## config.mk

```make
export PLATFORM = sky130hd
export DESIGN_NAME = saturn_bus_sequencer_flat
export DESIGN_NICKNAME = d
export VERILOG_FILES = /design/src/rtl/saturn_bus_sequencer_if.sv /design/src/rtl/saturn_bus_sequencer.sv /design/src/flat_wrapper.sv
export SDC_FILE = /design/constraint.sdc
export NUM_CORES = 1
export LEC_CHECK = 0
export BUFFER_PORTS_ARGS = -buffer_cell sky130_fd_sc_hd__buf_2
export CAP_MARGIN = 20
export CORE_MARGIN = 8
export CORE_UTILIZATION = 55
export DETAILED_ROUTE_END_ITERATION = 10
export PLACE_DENSITY = 0.73
export SLEW_MARGIN = 20
export SYNTH_ARGS = -nofsm -noshare
export SYNTH_HDL_FRONTEND = slang
export SYNTH_SLANG_ARGS = --single-unit
```

## constraint.sdc

```tcl
create_clock -name i_clk -period 3.5 [get_ports i_clk]
set_input_delay 0.7 -clock i_clk [delete_from_list [all_inputs] [get_ports i_clk]]
set_output_delay 0.7 -clock i_clk [all_outputs]
set_load 0.01 [all_outputs]
```

## src/rtl/saturn_bus_sequencer_if.sv

```systemverilog
// Handshake and nibble-bus signals between the control unit, the read consumer and the Saturn bus.
interface saturn_bus_sequencer_if #(
  parameter int PROG_DEPTH = 16,
  parameter int RLEN_W     = 5
);
  logic                          i_clk_en;
  logic                          i_debug_cycle;
  logic [3:0]                    i_phases;
  logic                          i_prog_valid;
  logic [4:0]                    i_prog_data;
  logic                          o_prog_ready;
  logic                          i_read_req;
  logic [RLEN_W-1:0]             i_read_len;
  logic                          o_rd_valid;
  logic [3:0]                    o_rd_nibble;
  logic                          i_rd_ready;
  logic                          o_bus_clk_en;
  logic                          o_bus_is_data;
  logic [3:0]                    o_bus_nibble_out;
  logic [3:0]                    i_bus_nibble_in;
  logic                          o_busy;
  logic                          o_error;
  logic [$clog2(PROG_DEPTH):0]   o_prog_level;

  modport master (
    output i_clk_en, i_debug_cycle, i_phases, i_prog_valid, i_prog_data, i_read_req,
           i_read_len, i_rd_ready, i_bus_nibble_in,
    input  o_prog_ready, o_rd_valid, o_rd_nibble, o_bus_clk_en, o_bus_is_data,
           o_bus_nibble_out, o_busy, o_error, o_prog_level
  );
  modport slave (
    input  i_clk_en, i_debug_cycle, i_phases, i_prog_valid, i_prog_data, i_read_req,
           i_read_len, i_rd_ready, i_bus_nibble_in,
    output o_prog_ready, o_rd_valid, o_rd_nibble, o_bus_clk_en, o_bus_is_data,
           o_bus_nibble_out, o_busy, o_error, o_prog_level
  );
endinterface

```

## src/rtl/saturn_bus_sequencer.sv

```systemverilog
// Program FIFO feeding the 4-phase Saturn nibble bus, with counted read bursts into a read FIFO.
module saturn_bus_sequencer #(
  parameter int PROG_DEPTH = 16,
  parameter int RD_DEPTH   = 16,
  parameter int RLEN_W     = 5
) (
  input logic i_clk,
  input logic i_reset_n,
  saturn_bus_sequencer_if.slave bus
);
  localparam int PA = $clog2(PROG_DEPTH);
  localparam int RA = $clog2(RD_DEPTH);

  typedef enum logic [1:0] {K_IDLE, K_WRITE, K_READ} kind_t;

  logic [4:0]        pmem [PROG_DEPTH];
  logic [PA-1:0]     pwr, prd;
  logic [PA:0]       plvl;
  logic [3:0]        rmem [RD_DEPTH];
  logic [RA-1:0]     rwr, rrd;
  logic [RA:0]       rcnt;
  logic [RLEN_W-1:0] rd_rem;
  kind_t             kind;

  logic en, ph0, ph1, ph2;
  logic p_push, p_pop, r_push, r_pop, rd_go, req_ok;

  assign en     = bus.i_clk_en && !bus.i_debug_cycle;
  assign ph0    = en && (bus.i_phases == 4'b0001);
  assign ph1    = en && (bus.i_phases == 4'b0010);
  assign ph2    = en && (bus.i_phases == 4'b0100);
  assign p_push = bus.i_prog_valid && bus.o_prog_ready;
  assign p_pop  = ph0 && (plvl != '0);
  // Reads only get the slot when no write is queued; full read FIFO just defers the strobe.
  assign rd_go  = ph0 && (plvl == '0) && (rd_rem != '0) && (rcnt != (RA+1)'(RD_DEPTH));
  assign r_push = ph1 && (kind == K_READ);
  assign r_pop  = bus.i_rd_ready && (rcnt != '0);
  assign req_ok = bus.i_read_req && (rd_rem == '0);

  assign bus.o_prog_ready = (plvl != (PA+1)'(PROG_DEPTH));
  assign bus.o_prog_level = plvl;
  assign bus.o_rd_valid   = (rcnt != '0);
  assign bus.o_rd_nibble  = rmem[rrd];

  always_ff @(posedge i_clk) begin
    if (p_push) pmem[pwr] <= bus.i_prog_data;
    if (r_push) rmem[rwr] <= bus.i_bus_nibble_in;
  end

  always_ff @(posedge i_clk or negedge i_reset_n) begin
    if (!i_reset_n) begin
      pwr <= '0; prd <= '0; plvl <= '0;
      rwr <= '0; rrd <= '0; rcnt <= '0;
      rd_rem <= '0;
      kind <= K_IDLE;
      bus.o_bus_clk_en <= 1'b0;
      bus.o_bus_is_data <= 1'b0;
      bus.o_bus_nibble_out <= 4'h0;
      bus.o_busy <= 1'b1;
      bus.o_error <= 1'b0;
    end else begin
      if (p_push) pwr <= pwr + 1'b1;
      if (p_pop)  prd <= prd + 1'b1;
      if (p_push && !p_pop) plvl <= plvl + 1'b1;
      else if (!p_push && p_pop) plvl <= plvl - 1'b1;

      if (r_push) rwr <= rwr + 1'b1;
      if (r_pop)  rrd <= rrd + 1'b1;
      if (r_push && !r_pop) rcnt <= rcnt + 1'b1;
      else if (!r_push && r_pop) rcnt <= rcnt - 1'b1;

      if (req_ok) rd_rem <= bus.i_read_len;
      else if (rd_go) rd_rem <= rd_rem - 1'b1;
      if (bus.i_read_req && !req_ok) bus.o_error <= 1'b1;

      if (ph0) begin
        if (p_pop) begin
          bus.o_bus_nibble_out <= pmem[prd][3:0];
          bus.o_bus_is_data <= !pmem[prd][4];
          bus.o_bus_clk_en <= 1'b1;
          kind <= K_WRITE;
        end else if (rd_go) begin
          bus.o_bus_clk_en <= 1'b1;
          bus.o_bus_is_data <= 1'b1;
          kind <= K_READ;
        end else begin
          kind <= K_IDLE;
        end
      end
      if (ph1) bus.o_bus_clk_en <= 1'b0;
      if (ph2) bus.o_busy <= (plvl != '0) || (rd_rem != '0);
    end
  end
endmodule
```

## src/flat_wrapper.sv

```systemverilog
// flat-port wrapper written by rule: the top's interface ports become plain ports
module saturn_bus_sequencer_flat 
#(
  parameter int PROG_DEPTH = 16,
  parameter int RD_DEPTH   = 16,
  parameter int RLEN_W     = 5
)
  (i_clk, i_reset_n, bus_i_clk_en, bus_i_debug_cycle, bus_i_phases, bus_i_prog_valid, bus_i_prog_data, bus_i_read_req, bus_i_read_len, bus_i_rd_ready, bus_i_bus_nibble_in, bus_o_prog_ready, bus_o_rd_valid, bus_o_rd_nibble, bus_o_bus_clk_en, bus_o_bus_is_data, bus_o_bus_nibble_out, bus_o_busy, bus_o_error, bus_o_prog_level);
  saturn_bus_sequencer_if #(.PROG_DEPTH(PROG_DEPTH), .RLEN_W(RLEN_W)) bus_i ();
  input logic i_clk;
  input logic i_reset_n;
  input wire logic [$bits(bus_i.i_clk_en)-1:0] bus_i_clk_en;
  input wire logic [$bits(bus_i.i_debug_cycle)-1:0] bus_i_debug_cycle;
  input wire logic [$bits(bus_i.i_phases)-1:0] bus_i_phases;
  input wire logic [$bits(bus_i.i_prog_valid)-1:0] bus_i_prog_valid;
  input wire logic [$bits(bus_i.i_prog_data)-1:0] bus_i_prog_data;
  input wire logic [$bits(bus_i.i_read_req)-1:0] bus_i_read_req;
  input wire logic [$bits(bus_i.i_read_len)-1:0] bus_i_read_len;
  input wire logic [$bits(bus_i.i_rd_ready)-1:0] bus_i_rd_ready;
  input wire logic [$bits(bus_i.i_bus_nibble_in)-1:0] bus_i_bus_nibble_in;
  output wire logic [$bits(bus_i.o_prog_ready)-1:0] bus_o_prog_ready;
  output wire logic [$bits(bus_i.o_rd_valid)-1:0] bus_o_rd_valid;
  output wire logic [$bits(bus_i.o_rd_nibble)-1:0] bus_o_rd_nibble;
  output wire logic [$bits(bus_i.o_bus_clk_en)-1:0] bus_o_bus_clk_en;
  output wire logic [$bits(bus_i.o_bus_is_data)-1:0] bus_o_bus_is_data;
  output wire logic [$bits(bus_i.o_bus_nibble_out)-1:0] bus_o_bus_nibble_out;
  output wire logic [$bits(bus_i.o_busy)-1:0] bus_o_busy;
  output wire logic [$bits(bus_i.o_error)-1:0] bus_o_error;
  output wire logic [$bits(bus_i.o_prog_level)-1:0] bus_o_prog_level;
  assign bus_i.i_clk_en = bus_i_clk_en;
  assign bus_i.i_debug_cycle = bus_i_debug_cycle;
  assign bus_i.i_phases = bus_i_phases;
  assign bus_i.i_prog_valid = bus_i_prog_valid;
  assign bus_i.i_prog_data = bus_i_prog_data;
  assign bus_i.i_read_req = bus_i_read_req;
  assign bus_i.i_read_len = bus_i_read_len;
  assign bus_i.i_rd_ready = bus_i_rd_ready;
  assign bus_i.i_bus_nibble_in = bus_i_bus_nibble_in;
  assign bus_o_prog_ready = bus_i.o_prog_ready;
  assign bus_o_rd_valid = bus_i.o_rd_valid;
  assign bus_o_rd_nibble = bus_i.o_rd_nibble;
  assign bus_o_bus_clk_en = bus_i.o_bus_clk_en;
  assign bus_o_bus_is_data = bus_i.o_bus_is_data;
  assign bus_o_bus_nibble_out = bus_i.o_bus_nibble_out;
  assign bus_o_busy = bus_i.o_busy;
  assign bus_o_error = bus_i.o_error;
  assign bus_o_prog_level = bus_i.o_prog_level;
  saturn_bus_sequencer #(.PROG_DEPTH(PROG_DEPTH), .RD_DEPTH(RD_DEPTH), .RLEN_W(RLEN_W)) u_core (.i_clk(i_clk), .i_reset_n(i_reset_n), .bus(bus_i));
endmodule
```

Word level (Yosys, flattened, before mapping)
Memory sizes are Yosys's and may differ from the RTL's.
Index checks and enable logic that the tools add are counted.

word-level totals
  bits in registers = 41
  latch bits = 0
  RAM bits = 144
  ROM bits = 0
  bits of input ports = 25
  output and inout bits = 19
  word-level logic and storage cells = 86
  memories kept = 2

memory list
  memory       depth  width  read ports  clocked after memory_dff  wr ports  line                        text
  u_core.pmem  16     5      1           0                         1         saturn_bus_sequencer.sv:16  logic [4:0] pmem [PROG_DEPTH];
  u_core.rmem  16     4      1           0                         1         saturn_bus_sequencer.sv:19  logic [3:0] rmem [RD_DEPTH];

cells by class
  add/subtract/negate cells = 9
  multiply operators = 0
  divide/modulo/power cells = 0
  magnitude comparators = 0
  equal/unequal tests = 6
  shift operators = 0
  muxes and demuxes = 17
  bitwise logic cells = 0
  reduce and logical (&&, ||, !) cells = 39

operators by type and width
  cell                                              count
  two-way mux 5 bit                                 6
  logical AND 1 bit                                 17
  adder 4 x 1 -> 4 bit, second input constant       4
  nonzero test 5 bit                                3
  subtractor 5 x 1 -> 5 bit, second input constant  3
  adder 5 x 1 -> 5 bit, second input constant       2
  logical NOT 5 bit                                 2
  inequality test 5 bit, second input constant      2
  nonzero test 2 bit                                5
  two-way mux 1 bit                                 9
  logical NOT 1 bit                                 7
  AND reduction 2 bit                               3
  == test 4 x 1 -> 1 bit, second input constant     1
  == test 4 x 2 -> 1 bit, second input constant     1
  == test 4 x 3 -> 1 bit, second input constant     1
  two-way mux 2 bit                                 2
  nonzero test 3 bit                                1
  == test 2 bit, second input constant              1
  logical OR 1 bit                                  1

Depth between registers and ports, before layout
  depth in word-level cells = 10
  mapped depth = 11
  depth with buffers taken out = 11

Worst setup path after synthesis
OpenSTA, ideal clock, no wires.

  path type = input to register
  from = input bus_i_debug_cycle
  to = register u_core.rcnt[4]
  library setup time = 0.080 ns
  data arrival time = 3.344 ns
  data required time = 3.420 ns
  slack = 0.076 ns
  stages on the path = 10
  buffers on the path = 0
  cell sequence = or4b_4 > or3b_4 > nor3b_4 > ha_1 > inv_1 > ha_1 > a21o_1 > a21oi_1 > mux2i_1 > xnor2_1

on the way
  longest elaborated chain between the ends = 7
  elaborated cells on any way between the ends = 9
  classes of those cells = mux (1); reduce/logical (8)

ends and longest elaborated chain
  item                                 line                        text
  from (decl)                          flat_wrapper.sv:13          input wire logic [$bits(bus_i.i_debug_cycle)-1:0] bus_i_debug_cycle;
  logical NOT 1 bit (*)                saturn_bus_sequencer.sv:28  assign en = bus.i_clk_en && !bus.i_debug_cycle;
  logical AND 1 bit (*)                saturn_bus_sequencer.sv:28
  logical AND 1 bit (*)                saturn_bus_sequencer.sv:30  assign ph1 = en && (bus.i_phases == 4'b0010);
  logical AND 1 bit (*)                saturn_bus_sequencer.sv:36  assign r_push = ph1 && (kind == K_READ);
  via u_core.r_push                    saturn_bus_sequencer.sv:26  logic p_push, p_pop, r_push, r_pop, rd_go, req_ok;
  logical NOT 1 bit                    saturn_bus_sequencer.sv:70  else if (!r_push && r_pop) rcnt <= rcnt - 1'b1;
  logical AND 1 bit                    saturn_bus_sequencer.sv:70
  nonzero test 2 bit (no source line)  -
  to (signal assigned)                 saturn_bus_sequencer.sv:69  if (r_push && !r_pop) rcnt <= rcnt + 1'b1;
  to (signal assigned)                 saturn_bus_sequencer.sv:70
  to (decl)                            saturn_bus_sequencer.sv:21  logic [RA:0] rcnt;

Mark *: on every way through the listed nets, which the timed path passes. The rest lies on a longest branch.
A chain may end at the register's enable or synchronous reset.

Final worst setup path
  from = register u_core.rrd[1]
  to = output bus_o_rd_nibble[2]

on the way
  longest elaborated chain between the ends = 1

ends and longest elaborated chain
  item                    line                        text
  from (decl)             saturn_bus_sequencer.sv:20  logic [RA-1:0] rwr, rrd;
  from (signal assigned)  saturn_bus_sequencer.sv:68  if (r_pop) rrd <= rrd + 1'b1;
  memory (16 x 4 bit)     -
  to (decl)               flat_wrapper.sv:23          output wire logic [$bits(bus_i.o_rd_nibble)-1:0] bus_o_rd_nibble;

Every way passes these cells.

==> results.yml <==
status:
  status: "completed"
cells_and_area:
  fill_cells: 958
  area_growth_syn_to_layout_pct: 14.1
  seqCellArea_um2: 5350
  final_util: 0.644
  fin_nets: 570
  diodes: 0
  drive_above_1_share: 0.271
  multi_input_area_um2: 2340
synthesis:
  yosysWarnings: 0
  yosys_register_bits: 185
  synth_cell_types: 48
  async_flop_share: 0.222
  syn_area_per_cell_um2: 16.9
  synth_cells: 465
  ys.flop_type: "edfxtp_1"
  synth_commonest_cells: "edfxtp_1, dfrtp_1, mux4_2"
  netlist.area_leader.share: 0.551
  synthTopCellsByArea: "edfxtp_1, dfrtp_1, mux4_2"
  synth-edff-count: 144
  syn_area_um2: 7840
  yosys.area.top_type: "edfxtp_1"
  ys_seq_area_frac: 0.682
  yosysMostFrequentCell: "edfxtp_1"
  synth.net_count: 513
route:
  dr.pass1.iters: 4
  via_per_inst: 5.75
  routedWlPerCell_um: 20.9
  via_count: 4113
  totalWireLength_um: 15000
  drc: 0
  ant_nets: 0
  first_iter_violations: 338
floorplanning:
  rows: 43
  die_area_um2: 18300
  io_pins: 44
  die_h_um: 135
  die_w_um: 135
  core-area_um2: 13900
  start_util: 0.565
setup_path:
  cp.required_ns: 2.80
  reg2reg_slack_ns: 0.65
  cp-start-kind: "register"
  crit_fanout: 17
  crit_type: "register to output port"
  critical_path_arrival_ns: 2.37
  r2r_start: "u_core.bus.o_prog_level[0]$_DFFE_PN0P_"
  end_kind: "output port"
  reg2reg_depth: 11
  rr_endpoint: "u_core.bus.o_prog_level[4]$_DFFE_PN0P_"
clock_tree:
  clock-sinks: 185
  cts_buffer_depth: 2
  postCtsResizedCells: 0
  clk_pin_slew_ns: 0.07
  htreeDepth: 4
  cts_setup_buffers: 0
  cts_buffers: 17
  cts_root_buf: "clkbuf_16"
  clkLatencyLatePin_ns: 0.43
  cts_hold_buf: 0
  cts_tree: "yes"
pwr:
  seq_power_share: 0.451
  p_per_area_nw_per_um2: 742
  leakage_nw: 3.24
  combPwrFrac: 0.249
  p_clk_frac: 0.301
  ir_drop_mv: 0.516
  p_int_mw: 4.71
  sw_frac_of_total: 0.290
  p_switching_mw: 1.92
sta:
  tightest_slew_ns: 0.807
  grt_setup_unrepaired: "no"
  setup_viol: 0
  hold_viol: 0
  worst_slack_ns: 0.427
  fmax_mhz: 325
  min_period_ns: 3.07
  hold_ws_ns: 0.140
  drv_slew: 0
  period_share: 0.878
  clock_skew_ns: 0.0102
  setup_tns_ns: 0
  worst_slew_margin_rel: 0.458
global_route:
  gr-total-overflow: 0
  antenna_found_initial: 0
  grt_max_degree: 42
  grtUsageTotal: 0.178
  grt_first_pass_wirelength_um: 24200
  first_global_vias: 4368
place:
  pre_cts_ws_ns: 0.0195
  dp_hpwl_um: 10500
  io_buffers: 43
  routabilityCongestion: 0.773
min_path:
  hp-class: "primary input to asynchronous set/reset pin"
run:
  drv_cap: 0
==> critical path, cell delays in order (launching register included) <==
cell and delay [ns]:
dfrtp_1 0.84, mux4_2 0.45, mux4_2 0.49, buf_2 0.16
==> metrics by stage <==
step                cell area, µm²  instances  total power, mW
floorplan                     7840        465             4.15
global placement              8300        682             4.64
detailed placement            8300        682             4.72
CTS                           8930        714             6.70
global route                  8950        715             6.97
finish                        8950        715             6.63
==> cell families after synthesis <==
| logic type | count (synthesis) | synth area share |
|---|---|---|
| AO/OA/AOI/OAI | 41 | 0.0356 |
| XOR/XNOR | 21 | 0.0235 |
| adder cells (fa/ha/maj) | 23 | 0.0386 |
| buffers and inverters | 39 | 0.0191 |
| flip-flops | 185 | 0.682 |
| multiplexers | 50 | 0.129 |
| AND/OR/NAND/NOR | 106 | 0.0723 |
==> worst max-delay path by stage <==
stage	startpoint	endpoint	slack [ns]	cells after the start
2_1_floorplan	bus_i_debug_cycle	u_core.rcnt[4]$_DFFE_PN0P_	0.08	10
3_3_place_gp	bus_i_debug_cycle	u_core.rcnt[4]$_DFFE_PN0P_	0.12	11
3_5_place_dp	bus_i_debug_cycle	u_core.rcnt[4]$_DFFE_PN0P_	0.02	11
5_1_grt	u_core.rrd[1]$_DFFE_PN0P_	bus_o_rd_nibble[2]	0.35	3
4_1_cts	u_core.rrd[1]$_DFFE_PN0P_	bus_o_rd_nibble[2]	0.40	3
6_report	u_core.rrd[1]$_DFFE_PN0P_	bus_o_rd_nibble[2]	0.43	3
==> placed cells by master, fill, tap and decap left out, types with 3 or more instances in the layout <==
cell       Yosys  final
mux2i_1        4      4
nor2_1        23     23
mux4_2        40     40
a21o_1         4      4
buf_2          3     43
edfxtp_1     144    144
nand3_1        3      3
and2_1        16     16
nor3_1         5      5
ha_1          21     21
dfrtp_1       40     40
nand2b_1       5      5
xnor2_1       17     17
xor2_1         4      4
inv_1         22     22
a21oi_1       11     11
clkbuf_8       0      3
nand2_1       31     31
o21ai_0        9      9
buf_4          0     11
nand4_1        5      5
o22ai_1        8      8
mux2_2         6      6
clkinv_2       0      3
clkbuf_16      0     19
==> state kept, by name, summed over array words and instances, names as in the netlist, 2 cells and up <==
register / flops
u_core.prd: 4
u_core.rcnt: 5
u_core.rwr: 4
u_core.rmem: 64
u_core.pwr: 4
u_core.bus.o_prog_level: 5
u_core.bus.o_bus_nibble_out: 4
u_core.rd_rem: 5
u_core.pmem: 80
u_core.kind: 2
u_core.rrd: 4
==> per-layer routing <==
layer / part of all wire / up-vias / GRT usage
met1: 0.41 / 2098 / 0.218
met3: 0.057 / 19 / 0.0556
met5: 0 / - / 0
met4: 0.015 / 0 / 0.0623
li1: - / 1887 / -
met2: 0.52 / 109 / 0.292
==> cell type report <==
| type | instances | share of cell area |
|---|---|---|
| flip-flops and latches | 185 | 0.598 |
| multi-input cells | 241 | 0.262 |
| clock buffers | 23 | 0.0582 |
| repair buffers | 55 | 0.0355 |
| well taps | 180 | 0.0252 |
| clock inverters | 9 | 0.0120 |
| inverters | 22 | 0.00923 |
==> power groups by stage <==
stage               combinational, mW  sequential (mW)  clock, mW
floorplan                        1.27             2.88          0
global placement                 1.62             3.02          0
detailed placement               1.68             3.04          0
CTS                              1.69             3.00       2.01
global route                     1.83             3.04       2.11
finish                           1.65             2.99       1.99
(Power assumes the default switching activity.)
